--- src/rtl/apb_regfile_ctrl_if.sv ---
// APB slave-side bus bundle for apb_regfile_ctrl.
//  master : drives PSEL/PENABLE/PWRITE/PADDR/PWDATA/PSTRB, receives PRDATA/PREADY/PSLVERR
//  slave  : the reverse
interface apb_regfile_ctrl_if #(
  parameter int ADDR_WIDTH = 32,
  parameter int DATA_WIDTH = 32,
  parameter int STRB_WIDTH = DATA_WIDTH / 8
);
  logic                  PSEL;
  logic                  PENABLE;
  logic                  PWRITE;
  logic [ADDR_WIDTH-1:0] PADDR;
  logic [DATA_WIDTH-1:0] PWDATA;
  logic [STRB_WIDTH-1:0] PSTRB;
  logic [DATA_WIDTH-1:0] PRDATA;
  logic                  PREADY;
  logic                  PSLVERR;

  modport master (
    output PSEL, PENABLE, PWRITE, PADDR, PWDATA, PSTRB,
    input  PRDATA, PREADY, PSLVERR
  );

  modport slave (
    input  PSEL, PENABLE, PWRITE, PADDR, PWDATA, PSTRB,
    output PRDATA, PREADY, PSLVERR
  );
endinterface

--- src/rtl/apb_regfile_ctrl.sv ---
// APB3/APB4 slave front-end sequencing accesses into a word register file.
// Decodes/range-checks PADDR, issues a one-cycle RegENABLE, waits for RegREADY
// (bounded by TIMEOUT) and completes the APB transfer with PREADY/PSLVERR.
//  PCLK, PRESETn : clock, asynchronous active-low reset
//  apb           : APB slave bus (PSEL..PSTRB in, PRDATA/PREADY/PSLVERR out)
//  Reg*          : register-file command side (address/data/strobe/direction
//                  latched at setup, RegENABLE pulse, RegREADY/RegRDATA/RegSLVERR back)
module apb_regfile_ctrl #(
  parameter int ADDR_WIDTH = 32,
  parameter int DATA_WIDTH = 32,
  parameter int STRB_WIDTH = DATA_WIDTH / 8,
  parameter int NUM_REGS   = 16,
  parameter int TIMEOUT    = 15
) (
  input  logic                  PCLK,
  input  logic                  PRESETn,
  apb_regfile_ctrl_if.slave     apb,
  output logic [ADDR_WIDTH-1:0] RegADDR,
  output logic [DATA_WIDTH-1:0] RegWDATA,
  output logic                  RegWRITE,
  output logic                  RegENABLE,
  output logic [STRB_WIDTH-1:0] RegSTRB,
  input  logic [DATA_WIDTH-1:0] RegRDATA,
  input  logic                  RegSLVERR,
  input  logic                  RegREADY
);

  localparam logic [1:0] IDLE  = 2'd0;
  localparam logic [1:0] ISSUE = 2'd1;
  localparam logic [1:0] WAIT  = 2'd2;
  localparam logic [1:0] DONE  = 2'd3;

  localparam int CNT_W = $clog2(TIMEOUT + 1);
  localparam logic [ADDR_WIDTH-1:0] ADDR_LIMIT = ADDR_WIDTH'(NUM_REGS * 4);
  localparam logic [CNT_W-1:0]      CNT_LAST   = CNT_W'(TIMEOUT - 1);

  logic [1:0]            state_q,  state_d;
  logic [CNT_W-1:0]      cnt_q,    cnt_d;
  logic                  err_q,    err_d;
  logic                  pready_q, pready_d;
  logic [DATA_WIDTH-1:0] prdata_q, prdata_d;
  logic [ADDR_WIDTH-1:0] addr_q,   addr_d;
  logic [DATA_WIDTH-1:0] wdata_q,  wdata_d;
  logic                  write_q,  write_d;
  logic [STRB_WIDTH-1:0] strb_q,   strb_d;
  logic                  bad_addr, nop_wr;

  assign bad_addr = (apb.PADDR[1:0] != 2'b00) || (apb.PADDR >= ADDR_LIMIT);
  assign nop_wr   = apb.PWRITE && (apb.PSTRB == '0);

  always_comb begin
    state_d  = state_q;
    cnt_d    = cnt_q;
    err_d    = err_q;
    pready_d = 1'b0;
    prdata_d = prdata_q;
    addr_d   = addr_q;
    wdata_d  = wdata_q;
    write_d  = write_q;
    strb_d   = strb_q;
    case (state_q)
      IDLE: begin
        if (apb.PSEL && !apb.PENABLE) begin
          addr_d  = apb.PADDR;
          wdata_d = apb.PWDATA;
          write_d = apb.PWRITE;
          strb_d  = apb.PWRITE ? apb.PSTRB : '0;
          err_d   = bad_addr;
          if (bad_addr || nop_wr) begin
            state_d = DONE;
            if (bad_addr && !apb.PWRITE) prdata_d = '0;
          end else begin
            state_d = ISSUE;
          end
        end
      end
      ISSUE: begin
        cnt_d   = '0;
        state_d = apb.PSEL ? WAIT : IDLE;
      end
      WAIT: begin
        if (!apb.PSEL) begin
          state_d = IDLE;
          err_d   = 1'b0;
        end else if (RegREADY) begin
          err_d    = err_q | RegSLVERR;
          if (!write_q) prdata_d = RegSLVERR ? '0 : RegRDATA;
          state_d  = DONE;
          pready_d = 1'b1;
        end else if (cnt_q == CNT_LAST) begin
          err_d    = 1'b1;
          if (!write_q) prdata_d = '0;
          state_d  = DONE;
          pready_d = 1'b1;
        end else begin
          cnt_d = cnt_q + 1'b1;
        end
      end
      default: begin // DONE
        // Completions from WAIT enter DONE with PREADY already raised. Decode
        // errors and no-op writes arrive straight from IDLE, so they spend one
        // DONE cycle with PREADY low first, giving the master one wait state.
        if (!apb.PSEL || pready_q) begin
          state_d = IDLE;
          err_d   = 1'b0;
        end else begin
          pready_d = 1'b1;
        end
      end
    endcase
  end

  always_ff @(posedge PCLK or negedge PRESETn) begin
    if (!PRESETn) begin
      state_q  <= IDLE;
      cnt_q    <= '0;
      err_q    <= 1'b0;
      pready_q <= 1'b0;
      prdata_q <= '0;
      addr_q   <= '0;
      wdata_q  <= '0;
      write_q  <= 1'b0;
      strb_q   <= '0;
    end else begin
      state_q  <= state_d;
      cnt_q    <= cnt_d;
      err_q    <= err_d;
      pready_q <= pready_d;
      prdata_q <= prdata_d;
      addr_q   <= addr_d;
      wdata_q  <= wdata_d;
      write_q  <= write_d;
      strb_q   <= strb_d;
    end
  end

  assign apb.PRDATA  = prdata_q;
  assign apb.PREADY  = pready_q;
  assign apb.PSLVERR = pready_q & err_q;
  assign RegADDR     = addr_q;
  assign RegWDATA    = wdata_q;
  assign RegWRITE    = write_q;
  assign RegSTRB     = strb_q;
  assign RegENABLE   = (state_q == ISSUE);

endmodule
--- src/flat_wrapper.sv ---
// flat-port wrapper written by rule: the top's interface ports become plain ports
module apb_regfile_ctrl_flat 
#(
  parameter int ADDR_WIDTH = 32,
  parameter int DATA_WIDTH = 32,
  parameter int STRB_WIDTH = DATA_WIDTH / 8,
  parameter int NUM_REGS   = 16,
  parameter int TIMEOUT    = 15
)
  (PCLK, PRESETn, RegADDR, RegWDATA, RegWRITE, RegENABLE, RegSTRB, RegRDATA, RegSLVERR, RegREADY, apb_PSEL, apb_PENABLE, apb_PWRITE, apb_PADDR, apb_PWDATA, apb_PSTRB, apb_PRDATA, apb_PREADY, apb_PSLVERR);
  apb_regfile_ctrl_if #(.ADDR_WIDTH(ADDR_WIDTH), .DATA_WIDTH(DATA_WIDTH), .STRB_WIDTH(STRB_WIDTH)) apb_i ();
  input  logic PCLK;
  input  logic PRESETn;
  output logic [ADDR_WIDTH-1:0] RegADDR;
  output logic [DATA_WIDTH-1:0] RegWDATA;
  output logic RegWRITE;
  output logic RegENABLE;
  output logic [STRB_WIDTH-1:0] RegSTRB;
  input  logic [DATA_WIDTH-1:0] RegRDATA;
  input  logic RegSLVERR;
  input  logic RegREADY;
  input wire logic [$bits(apb_i.PSEL)-1:0] apb_PSEL;
  input wire logic [$bits(apb_i.PENABLE)-1:0] apb_PENABLE;
  input wire logic [$bits(apb_i.PWRITE)-1:0] apb_PWRITE;
  input wire logic [$bits(apb_i.PADDR)-1:0] apb_PADDR;
  input wire logic [$bits(apb_i.PWDATA)-1:0] apb_PWDATA;
  input wire logic [$bits(apb_i.PSTRB)-1:0] apb_PSTRB;
  output wire logic [$bits(apb_i.PRDATA)-1:0] apb_PRDATA;
  output wire logic [$bits(apb_i.PREADY)-1:0] apb_PREADY;
  output wire logic [$bits(apb_i.PSLVERR)-1:0] apb_PSLVERR;
  assign apb_i.PSEL = apb_PSEL;
  assign apb_i.PENABLE = apb_PENABLE;
  assign apb_i.PWRITE = apb_PWRITE;
  assign apb_i.PADDR = apb_PADDR;
  assign apb_i.PWDATA = apb_PWDATA;
  assign apb_i.PSTRB = apb_PSTRB;
  assign apb_PRDATA = apb_i.PRDATA;
  assign apb_PREADY = apb_i.PREADY;
  assign apb_PSLVERR = apb_i.PSLVERR;
  apb_regfile_ctrl #(.ADDR_WIDTH(ADDR_WIDTH), .DATA_WIDTH(DATA_WIDTH), .STRB_WIDTH(STRB_WIDTH), .NUM_REGS(NUM_REGS), .TIMEOUT(TIMEOUT)) u_core (.PCLK(PCLK), .PRESETn(PRESETn), .apb(apb_i), .RegADDR(RegADDR), .RegWDATA(RegWDATA), .RegWRITE(RegWRITE), .RegENABLE(RegENABLE), .RegSTRB(RegSTRB), .RegRDATA(RegRDATA), .RegSLVERR(RegSLVERR), .RegREADY(RegREADY));
endmodule
--- config.mk ---
export PLATFORM = sky130hd
export DESIGN_NAME = apb_regfile_ctrl_flat
export DESIGN_NICKNAME = d
export VERILOG_FILES = /design/src/rtl/apb_regfile_ctrl_if.sv /design/src/rtl/apb_regfile_ctrl.sv /design/src/flat_wrapper.sv
export SDC_FILE = /design/constraint.sdc
export NUM_CORES = 1
export LEC_CHECK = 0
export ABC_AREA = 0
export BUFFER_PORTS_ARGS = -buffer_cell sky130_fd_sc_hd__buf_4
export CAP_MARGIN = 20
export CELL_PAD_IN_SITES_DETAIL_PLACEMENT = 0
export CELL_PAD_IN_SITES_GLOBAL_PLACEMENT = 1
export CORE_AREA = 2 2 124 126
export DETAILED_ROUTE_END_ITERATION = 10
export DIE_AREA = 0 0 126 128
export GPL_TIMING_DRIVEN = 1
export PLACE_DENSITY_LB_ADDON = 0.1
export REMOVE_ABC_BUFFERS = 1
export SYNTH_ARGS = -nofsm -noshare
export SYNTH_HDL_FRONTEND = slang
export SYNTH_SLANG_ARGS = --single-unit
--- constraint.sdc ---
create_clock -name PCLK -period 1.9 [get_ports PCLK]
set_clock_uncertainty 0.1 [all_clocks]
set_input_delay 0.38 -clock PCLK [delete_from_list [all_inputs] [get_ports PCLK]]
set_output_delay 0.38 -clock PCLK [all_outputs]
set_load 0.01 [all_outputs]
After elaboration in Yosys (flattened, before gate mapping)
Index checks and enable logic that the tools add are counted.
- equality and inequality tests: 12
- order comparisons: 1
- bitwise operators: 3
- reductions and logical operators: 22
- add/sub/neg operators: 1
- multiplexer cells: 34
- operator list (cell ; count):
    $mux W32 ; 9
    $pmux W32 S2 ; 1
    $ge A32 B7 Y1 const B ; 1
    $mux W4 ; 4
    $mux W2 ; 7
    $mux W1 ; 9
    $ne A2 B2 Y1 const B ; 4
    $pmux W4 S2 ; 1
    $reduce_and A4 Y1 ; 2
    $reduce_and A7 Y1 ; 1
    $ne A2 B1 Y1 const B ; 3
    $pmux W2 S3 ; 1
    $reduce_bool A2 Y1 ; 3
    $add A4 B1 Y4 const B ; 1
    $eq A4 B4 Y1 const B ; 1
    $logic_not A4 Y1 ; 1
    $ne A4 B3 Y1 const B ; 1
    $reduce_bool A4 Y1 ; 1
    $logic_and A1 B1 Y1 ; 3
    $logic_not A1 Y1 ; 3
    $logic_or A1 B1 Y1 ; 3
    $ne A3 B2 Y1 const B ; 1
    $pmux W1 S3 ; 1
    $reduce_and A3 Y1 ; 1
    other kinds (10) ; 10
- word-level logic and storage cells: 82
- output and inout port bits: 104
- flip-flop bits (word level): 109
- input bits: 107

Depth between registers and ports, before layout
- depth in word-level cells: 7
- gate-level depth with buffers: 7
- mapped depth without buffers: 6

Worst setup path after synthesis
Ideal clock, no wire load.
- path kind: register to register
- start point: register u_core.state_q[1]
- end point: register u_core.prdata_q[10], in the netlist u_core.apb.PRDATA[10]
- library setup time: 0.121 ns
- required time: 1.679 ns
- stages on the path, launching flop included: 6
- path buffers: 1
- data arrival time: 1.757 ns
- path slack: -0.078 ns
- period minus slack after synthesis: 1.978 ns
- cell sequence: dfrtp_1 -> or4b_4 -> a221oi_2 -> o31ai_2 -> buf_6 -> a22o_1
- word-level cells in the longest chain between the ends: 3
- elaborated cells on any way between the ends: 11
- those cells by class: eq/ne (7); mux (1); reduce/logical (3)
- RTL lines (item ; line ; text):
    start: declaration ; apb_regfile_ctrl.sv:37 ; logic [1:0] state_q, state_d;
    start signal: assignment ; apb_regfile_ctrl.sv:125 ; state_q <= state_d;
    $eq A2 B2 Y1 / $logic_not A2 Y1 (equally long branches) ; apb_regfile_ctrl.sv:61 ; case (state_q)
    $ne A3 B2 Y1 (no line), or another cell as far along ; n/a ;
    $reduce_and A7 Y1 (no line) ; n/a ;
    end signal: assignment ; apb_regfile_ctrl.sv:129 ; prdata_q <= prdata_d;
    end: declaration ; apb_regfile_ctrl.sv:41 ; logic [DATA_WIDTH-1:0] prdata_q, prdata_d;
Parallel ways exist; a longest one is shown, timed or not.
A chain may end at the register's enable or synchronous reset.

Worst setup path in the final report
- start point: register u_core.state_q[1]
- end point: register u_core.prdata_q[19], in the netlist u_core.apb.PRDATA[19]
Same word-level chain as after synthesis.

==> reports/results.ini <==
[power]
ir_worst_vdd_uv=585.1
leakagePower_nw=3.578
powerDensity_nw_per_um2=1568
power_w=0.01048

[synth]
synth-seq-area-share_pct=63.10
synth_cells=437
synth_ff_type=dfrtp_1
synthArstFlopShare_pct=100.0
synth.avg_cell_area_um2=9.892
synth-seq-cells=109
yosysWarnings=0
synth_area_um2=4323
synth_edf_count=0
synth_cell_types=34

[route]
routed_via_density=4.571
drt_first_pass_iters=5
drt_wl_total_um=12730
drtIter0Drc=249
antenna_left=0
drc=0
num_vias=3899
wire_per_inst_um=14.92

[floorplan]
die_width_um=126
initial_core_util_pct=29.08
placement_rows=45
die_area_um2=16130
die_h_um=128
core_um2=14860
io_pins=211

[clocking]
cts.clk_slew.worst_paths_ps=80
cts_buffers=9
cts_sinks=109
clockRootBuffer=clkbuf_16
clock_latency_ps=350
post_cts_buffers=0
cts.path.max_buffers=2
cts_tree=built
htree_levels=3

[critical_path]
path_max_fanout=32
r2r_end=u_core.apb.PRDATA[19]$_DFFE_PN0P_
critical_path_class=reg -> reg
worstPathRequired_ps=2040
worst-r2r-cell-count=5
worstPathArrival_ps=2170
ff2ff_setup_slack_ps=-130
reg2reg_from=u_core.state_q[1]$_DFFE_PN0P_
endpoint_kind=flip-flop
start_kind=flip-flop

[grt]
grt_pass1_wl_um=20530
grt_max_degree=75
gr-total-overflow=0
antenna_found_initial=0
grt_pass1_vias=3842
grt_usage_pct=16.16

[placed_design]
dp_hpwl_um=9116
numPortBuffers=210
placed_cells=836
gp_congestion=0.7661

[min_path]
hold_class=in -> reg
min_to=u_core.RegWDATA[6]$_DFFE_PN0P_
hp-start=apb_PWDATA[6]
min_path_cells=3

[layout]
final_cell_mix=buf_4 (227), nand2_1 (208), dfrtp_1 (109), a22o_1 (33), clkbuf_16 (9)
drive_gt1_share_pct=38.65
area_delta_synth_final_pct=54.56
finalNetCount=769
antenna_cells=0
nFillCells=1478
final_common_cell=buf_4
layoutNonFillerInstCount=853
final_util_pct=44.95

[timing]
hold_viol_final=0
whs_ps=106.9
rsz0062_at_grt=true
maxSlewViolCount=0
worst_slack_ps=-130.2
setup-tns-final_ps=-3857
timing.fmax_mhz=492.6
tightest_slew_ps=818.3
final.period_utilization_pct=106.9
setup_viol=32
max_slew_margin_pct=45.45
fin_crit_ps=2030

[run]
max_cap_violations=0

[status]
violations=negative setup slack
outcome=finished with violations

## how the worst max path moves through the flow
stage	start	endpoint	slack [ps]	cells past startpoint
final	u_core.state_q[1]$_DFFE_PN0P_	u_core.apb.PRDATA[19]$_DFFE_PN0P_	-130	5
after global routing	u_core.state_q[1]$_DFFE_PN0P_	u_core.apb.PRDATA[5]$_DFFE_PN0P_	-200	5
after CTS	u_core.state_q[1]$_DFFE_PN0P_	u_core.apb.PRDATA[30]$_DFFE_PN0P_	-130	5
after detailed placement	apb_PADDR[24]	u_core.apb.PRDATA[5]$_DFFE_PN0P_	-360	7
after global placement	apb_PADDR[24]	u_core.apb.PRDATA[24]$_DFFE_PN0P_	-310	7
after floorplan	u_core.state_q[1]$_DFFE_PN0P_	u_core.err_q$_DFFE_PN0P_	-2610	3
## through the flow
stage,worst slack (ps),instance area (µm²)
detailed placement,-360.4,6329
global route,-204.9,6681
CTS,-132.9,6673
global placement,-306.0,6329
floorplan,-2614,4209
finish,-130.2,6681
## cells by family after synthesis
group	synth area share, %
muxes	0.2316
AOI/OAI and AO/OA	10.16
DFF	63.10
buffers and inverters	2.981
and+or+nand+nor	22.95
adders and majority gates	0.5788
## critical path, cell delays in order, from the launching register on
cell,delay (ps)
dfrtp_1,380
or4b_4,560
a221oi_4,320
o31ai_4,120
buf_12,180
a22o_1,250
## power breakdown
part / total, W / internal [W] / switching [W]
Combinational: 0.00437 / 0.00230 / 0.00207
Sequential: 0.00411 / 0.00346 / 0.000652
Clock: 0.00200 / 0.00111 / 0.000886
## layout make-up
type / count / area [µm²] / share of cell area (%)
Timing Repair Buffer: 236 / 1874 / 28.05
Sequential cell: 109 / 2728 / 40.82
Inverter: 4 / 15.01 / 0.2247
Clock buffer: 11 / 252.7 / 3.783
Clock inverter: 5 / 63.81 / 0.9551
Multi-Input combinational cell: 300 / 1513 / 22.64
Tap cell: 188 / 235.2 / 3.521
## routing by layer
metal	track usage [%]	part of all wire (%)	wire, µm
met1	21.86	45	5727
met4	6.206	1.7	215
met5	0	0	0
met2	24.10	45	5724
met3	5.426	8.3	1057
## sequential cells by signal, indices dropped and copies added, names as in the netlist
| signal | cells |
|---|---|
| u_core.cnt_q | 4 |
| u_core.state_q | 2 |
| u_core.apb.PRDATA | 32 |
| u_core.RegWDATA | 32 |
| u_core.RegSTRB | 4 |
| u_core.RegWRITE | 1 |
| u_core.RegADDR | 32 |
| u_core.err_q | 1 |
| u_core.apb.PREADY | 1 |
## timing repair
item | in CTS | in global routing
hold buffers | 1 | 0
setup endpoints to repair | 32 | 40
hold endpoints to repair | 21 | 0
gates resized for setup | 2 | 1
pin swaps | 1 | 0
## synthesized netlist by cell type (2+ instances only)
cell | count | share of area (%)
nand3_1 | 7 | 0.81
buf_6 | 3 | 0.78
nand2b_1 | 5 | 0.72
clkbuf_1 | 19 | 1.6
a22o_1 | 33 | 6.7
inv_1 | 4 | 0.35
nand4_1 | 2 | 0.29
o221ai_1 | 2 | 0.41
and2_1 | 3 | 0.43
dfrtp_1 | 109 | 63
nor2_1 | 3 | 0.26
o21ai_0 | 8 | 0.93
nor4_1 | 9 | 1.3
nand2_1 | 208 | 18
ha_1 | 2 | 0.58
a31oi_1 | 2 | 0.29
(Power assumes the default switching activity.)
